**src/rtl/jacobi_mul_share_arb.sv**
```systemverilog
// rtl/jacobi_mul_share_arb.sv - round-robin time-share of one pipelined multiplier among stencil requesters
module jacobi_mul_share_arb #(
    parameter int NUM_REQ     = 4,
    parameter int A_WIDTH     = 10,
    parameter int B_WIDTH     = 11,
    parameter int P_WIDTH     = 20,
    parameter int MUL_LATENCY = 3,
    parameter int IDX_W       = $clog2(NUM_REQ)
) (
    input  logic                       clk_i,
    input  logic                       reset_i,
    input  logic [NUM_REQ-1:0]         req_valid_i,
    output logic [NUM_REQ-1:0]         req_ready_o,
    input  logic [NUM_REQ*A_WIDTH-1:0] req_a_i,
    input  logic [NUM_REQ*B_WIDTH-1:0] req_b_i,
    output logic [NUM_REQ-1:0]         rsp_valid_o,
    input  logic [NUM_REQ-1:0]         rsp_ready_i,
    output logic [P_WIDTH-1:0]         rsp_data_o,
    output logic                       mul_ce_o,
    output logic [A_WIDTH-1:0]         mul_din0_o,
    output logic [B_WIDTH-1:0]         mul_din1_o,
    input  logic [P_WIDTH-1:0]         mul_dout_i,
    output logic                       idle_o
);
    localparam int             LAST   = MUL_LATENCY - 1;
    localparam logic [IDX_W:0] NREQ_W = (IDX_W+1)'(NUM_REQ);
    localparam logic [IDX_W:0] ONE_W  = (IDX_W+1)'(1);

    logic [MUL_LATENCY-1:0]            tag_valid_q, tag_valid_d;
    logic [MUL_LATENCY-1:0][IDX_W-1:0] tag_idx_q, tag_idx_d;
    logic [IDX_W-1:0]                  rr_q, rr_d;
    logic                              grant_any;
    logic [IDX_W-1:0]                  grant_idx;
    logic [IDX_W:0]                    cand;
    logic [IDX_W:0]                    nxt;
    logic                              stall;

    // The last tag stage lines up with the product on mul_dout_i; an unaccepted result freezes everything.
    always_comb begin
        stall = tag_valid_q[LAST] & ~rsp_ready_i[tag_idx_q[LAST]];
    end

    always_comb begin
        grant_any = 1'b0;
        grant_idx = '0;
        cand      = '0;
        for (int k = 0; k < NUM_REQ; k++) begin
            cand = {1'b0, rr_q} + (IDX_W+1)'(k);
            if (cand >= NREQ_W) begin
                cand = cand - NREQ_W;
            end
            if (!grant_any && req_valid_i[cand[IDX_W-1:0]]) begin
                grant_any = 1'b1;
                grant_idx = cand[IDX_W-1:0];
            end
        end
    end

    always_comb begin
        mul_ce_o    = ~stall;
        req_ready_o = '0;
        mul_din0_o  = '0;
        mul_din1_o  = '0;
        if (grant_any) begin
            mul_din0_o = req_a_i[int'(grant_idx)*A_WIDTH +: A_WIDTH];
            mul_din1_o = req_b_i[int'(grant_idx)*B_WIDTH +: B_WIDTH];
            if (!stall) begin
                req_ready_o[grant_idx] = 1'b1;
            end
        end
    end

    always_comb begin
        tag_valid_d = tag_valid_q;
        tag_idx_d   = tag_idx_q;
        rr_d        = rr_q;
        nxt         = {1'b0, grant_idx} + ONE_W;
        if (nxt >= NREQ_W) begin
            nxt = '0;
        end
        if (!stall) begin
            tag_valid_d[0] = grant_any;
            tag_idx_d[0]   = grant_idx;
            for (int s = 1; s < MUL_LATENCY; s++) begin
                tag_valid_d[s] = tag_valid_q[s-1];
                tag_idx_d[s]   = tag_idx_q[s-1];
            end
            if (grant_any) begin
                rr_d = nxt[IDX_W-1:0];
            end
        end
    end

    always_comb begin
        rsp_valid_o = '0;
        if (tag_valid_q[LAST]) begin
            rsp_valid_o[tag_idx_q[LAST]] = 1'b1;
        end
    end

    assign rsp_data_o = mul_dout_i;
    assign idle_o     = ~|tag_valid_q;

    always_ff @(posedge clk_i or posedge reset_i) begin
        if (reset_i) begin
            tag_valid_q <= '0;
            tag_idx_q   <= '0;
            rr_q        <= '0;
        end else begin
            tag_valid_q <= tag_valid_d;
            tag_idx_q   <= tag_idx_d;
            rr_q        <= rr_d;
        end
    end
endmodule

```
**config.mk**
```make
export PLATFORM = sky130hd
export DESIGN_NAME = jacobi_mul_share_arb
export DESIGN_NICKNAME = d
export VERILOG_FILES = /design/src/rtl/jacobi_mul_share_arb.sv
export SDC_FILE = /design/constraint.sdc
export NUM_CORES = 1
export LEC_CHECK = 0
export CAP_MARGIN = 0
export CELL_PAD_IN_SITES_DETAIL_PLACEMENT = 2
export CELL_PAD_IN_SITES_GLOBAL_PLACEMENT = 2
export CORE_MARGIN = 8
export CORE_UTILIZATION = 14
export DETAILED_ROUTE_END_ITERATION = 16
export GPL_ROUTABILITY_DRIVEN = 0
export PLACE_DENSITY_LB_ADDON = 0.05
export SYNTH_ARGS = -nofsm -noshare
export SYNTH_HDL_FRONTEND = slang
export SYNTH_SLANG_ARGS = --single-unit
```
**constraint.sdc**
```tcl
create_clock -name clk_i -period 3.85 [get_ports clk_i]
set_input_delay 1.155 -clock clk_i [delete_from_list [all_inputs] [get_ports clk_i]]
set_output_delay 1.155 -clock clk_i [all_outputs]
set_load 0.03 [all_outputs]
```
==> results_dict.tcl <==
set metrics [dict create \
    coreArea_um2 10100 \
    synth-seq-cells 11 \
    fmax_mhz 265 \
    io_pins 165 \
    slew_viol_final 0 \
    synth_nets 270 \
    hold_start "tag_idx_q[2]" \
    routedWlPerCell_um 17.8 \
    ir_drop_mv 0.171 \
    drt-total-wl_mm 7.59 \
    grt_usage 0.107 \
    fp.dieH_um 117 \
    drtPass1Iterations 2 \
    p_comb_frac 0.841 \
    power.leakage_nw 1.44 \
    synth_area_um2 1430 \
    crit_family "buffers and inverters" \
    p_switching_mw 0.952 \
    antenna_cells 0 \
    ys_types 27 \
    synth_area_per_cell_um2 9.21 \
    area_growth_pct 118 \
    antenna_found_initial 0 \
    min_period_ns 3.77 \
    path_clk_slew_ns 0.05 \
    critical_path_peak_fanout 17 \
    crit_start "req_valid_i[1]" \
    yosysSeqAreaShare 0.193 \
    synth_area_leaders "mux2i_1 29%, dfrtp_1 19%, buf_4 12%, o22ai_1 10%, mux2_4 6.3%" \
    finalCritPeriodShare 0.981 \
    cp_slowest_cell "o22ai_4" \
    path_buf_inv 5 \
    rsz0062_at_grt "yes" \
    layout_common_cells "90 x clkdlybuf4s50_1, 45 x buf_4, 41 x mux2i_1" \
    cts_root_buffer "clkbuf_8" \
    holdPathStages 1 \
    overflow 0 \
    outcome "complete, no violations" \
    dp_hpwl_mm 6.43 \
    drt_iter0_markers 22 \
    dpl_cell_area_um2 2850 \
    synth_top_area_share 0.294 \
    numCtsBuffers 3 \
    hold_violations 0 \
    path_cells "clkdlybuf4s15_1, buf_4, a21oi_1, o21a_1, o22ai_4, buf_12, o22ai_1, buf_4, buf_12" \
    pwr-share-clk 0.054 \
    nets 405 \
    tightest_slew_ns 0.527 \
    cap_violations 0 \
    clkLatencyLatePin_ns 0.23 \
    endpoint_kind "output pin" \
    switching_share 0.445 \
    synth_warnings 0 \
    htreeDepth 1 \
    cts_buffer_depth 2 \
    setup_viol 0 \
    synth_area_leader_cell "mux2i_1" \
    critPathLaunchType "input pin" \
    fillers 1185 \
    critPathMaxStageDelay_ns 0.24 \
    cp.depth 9 \
    internal_power_mw 1.18 \
    p_per_area_nw_per_um2 685 \
    arrival_ns 2.62 \
    drive_gt1_frac 0.311 \
    grt_pass1_wl_mm 11.3 \
    hold_class "reg2reg" \
    io_buffers 124 \
    criticalPathCategory "in2out" \
    synthCells 155 \
    worst_ep_required_time_ns 2.69 \
    die_width_um 117 \
    initial_utilization 0.141 \
    seqPwrFrac 0.105 \
    cts_sinks 11 \
    grt_max_degree 22 \
    r2r_start "rr_q[0]" \
    drc 0 \
    dp.cells 411 \
    stdcell_area_um2 3120 \
    grt_pass1_vias 2038 \
    num_vias 1739 \
    cts_tree "yes" \
    drtAntennaViolNets 0 \
    final_common_cell "clkdlybuf4s50_1" \
    reg2reg_depth 8 \
    row_count 37 \
    slew_headroom 0.647 \
    routed_via_density 4.09 \
    design.die.area_um2 13700 \
    stdcell_count 425 \
    fin_skew_ns 0.00117 \
]
synthesized netlist by cell type:
| master | instances |
|---|---|
| nor4_1 | 1 |
| nor2b_1 | 4 |
| a21oi_1 | 2 |
| nand2_1 | 3 |
| a21boi_0 | 1 |
| ha_1 | 1 |
| nand2b_4 | 1 |
| mux2i_1 | 42 |
| o21ai_0 | 3 |
| nand2b_1 | 2 |
| buf_4 | 22 |
| inv_1 | 6 |
| o22ai_1 | 23 |
| o41ai_2 | 1 |
| o21a_1 | 1 |
| nor2_1 | 6 |
| and3_1 | 1 |
| nor3b_1 | 2 |
| and2b_1 | 1 |
| mux2_2 | 1 |
| dfrtp_1 | 11 |
| mux2_4 | 6 |
| mux4_2 | 1 |
| clkbuf_1 | 4 |
| buf_6 | 4 |
| a21o_1 | 1 |
| nor3_1 | 4 |
cell type report:
cell class | count | area (um2) | share of cell area
sequential | 11 | 275 | 0.0883
inverter | 6 | 22.5 | 0.00722
timing repair buffer | 160 | 1610 | 0.515
tap | 136 | 170 | 0.0546
clock buffer | 4 | 45.0 | 0.0144
multi-input combinational | 108 | 998 | 0.320
kinds of logic after synthesis:
group,count (synthesis),share of synthesized area
multiplexers,50,0.381
buffers and inverters,36,0.174
AO/OA/AOI/OAI,32,0.145
AND/OR/NAND/NOR,25,0.0982
flip-flops,11,0.193
adder cells (fa/ha/maj),1,0.00876
metrics by stage:
| stage | util | hold WS (ns) | TNS, ns | total power [mW] | setup WS, ns |
|---|---|---|---|---|---|
| after floorplan | - | 0.459 | 0 | 1.18 | 0.116 |
| after global placement | 0.283 | 0.490 | -6.68 | 1.85 | -0.318 |
| after detailed placement | 0.283 | 0.498 | -7.60 | 1.85 | -0.364 |
| after CTS | 0.308 | 0.507 | 0 | 2.20 | 0.0000584 |
| after global routing | 0.309 | 0.528 | -0.0298 | 2.28 | -0.0184 |
| final | 0.309 | 0.505 | 0 | 2.14 | 0.0750 |
sequential cells by signal (all words and copies together), names as in the netlist:
signal,count
tag_idx_q,6
tag_valid_q,3
rr_q,2
power groups by stage:
stage                     Combinational (mW)  Clock (mW)  Sequential, mW
after detailed placement                1.63           0           0.225
final                                   1.80       0.115           0.225
after CTS                               1.86       0.119           0.226
after floorplan                        0.974           0           0.203
after global placement                  1.62           0           0.223
after global routing                    1.92       0.124           0.235
final timing paths:
kind | endpoint | slack, ns
max reg2reg | rr_q[1] | 1.85
min | tag_idx_q[4] | 0.50
max | mul_din0_o[0] | 0.08
max in group asynchronous | tag_idx_q[4] | 2.32
min in group asynchronous | tag_valid_q[0] | 1.23
min reg2reg | tag_idx_q[4] | 0.50
metal layers:
layer  vias up  GRT usage  routed length (um)
li1        820          -                   -
met1       819      0.108                2720
met2        94      0.175                3540
met3         6     0.0831                1290
met4         0     0.0162                  38
met5         -          0                   0
timing repair:
item                                   in CTS  in global routing
setup endpoints to repair                  26                 15
gates resized for setup                    40                 10
pin swaps                                   9                  7
endpoints found under the hold margin       0                  0
buffers inserted                            7                  4
hold buffers                                0                  0
cloned                                      3                  0
Note: power is estimated with default switching activity, not from simulation.
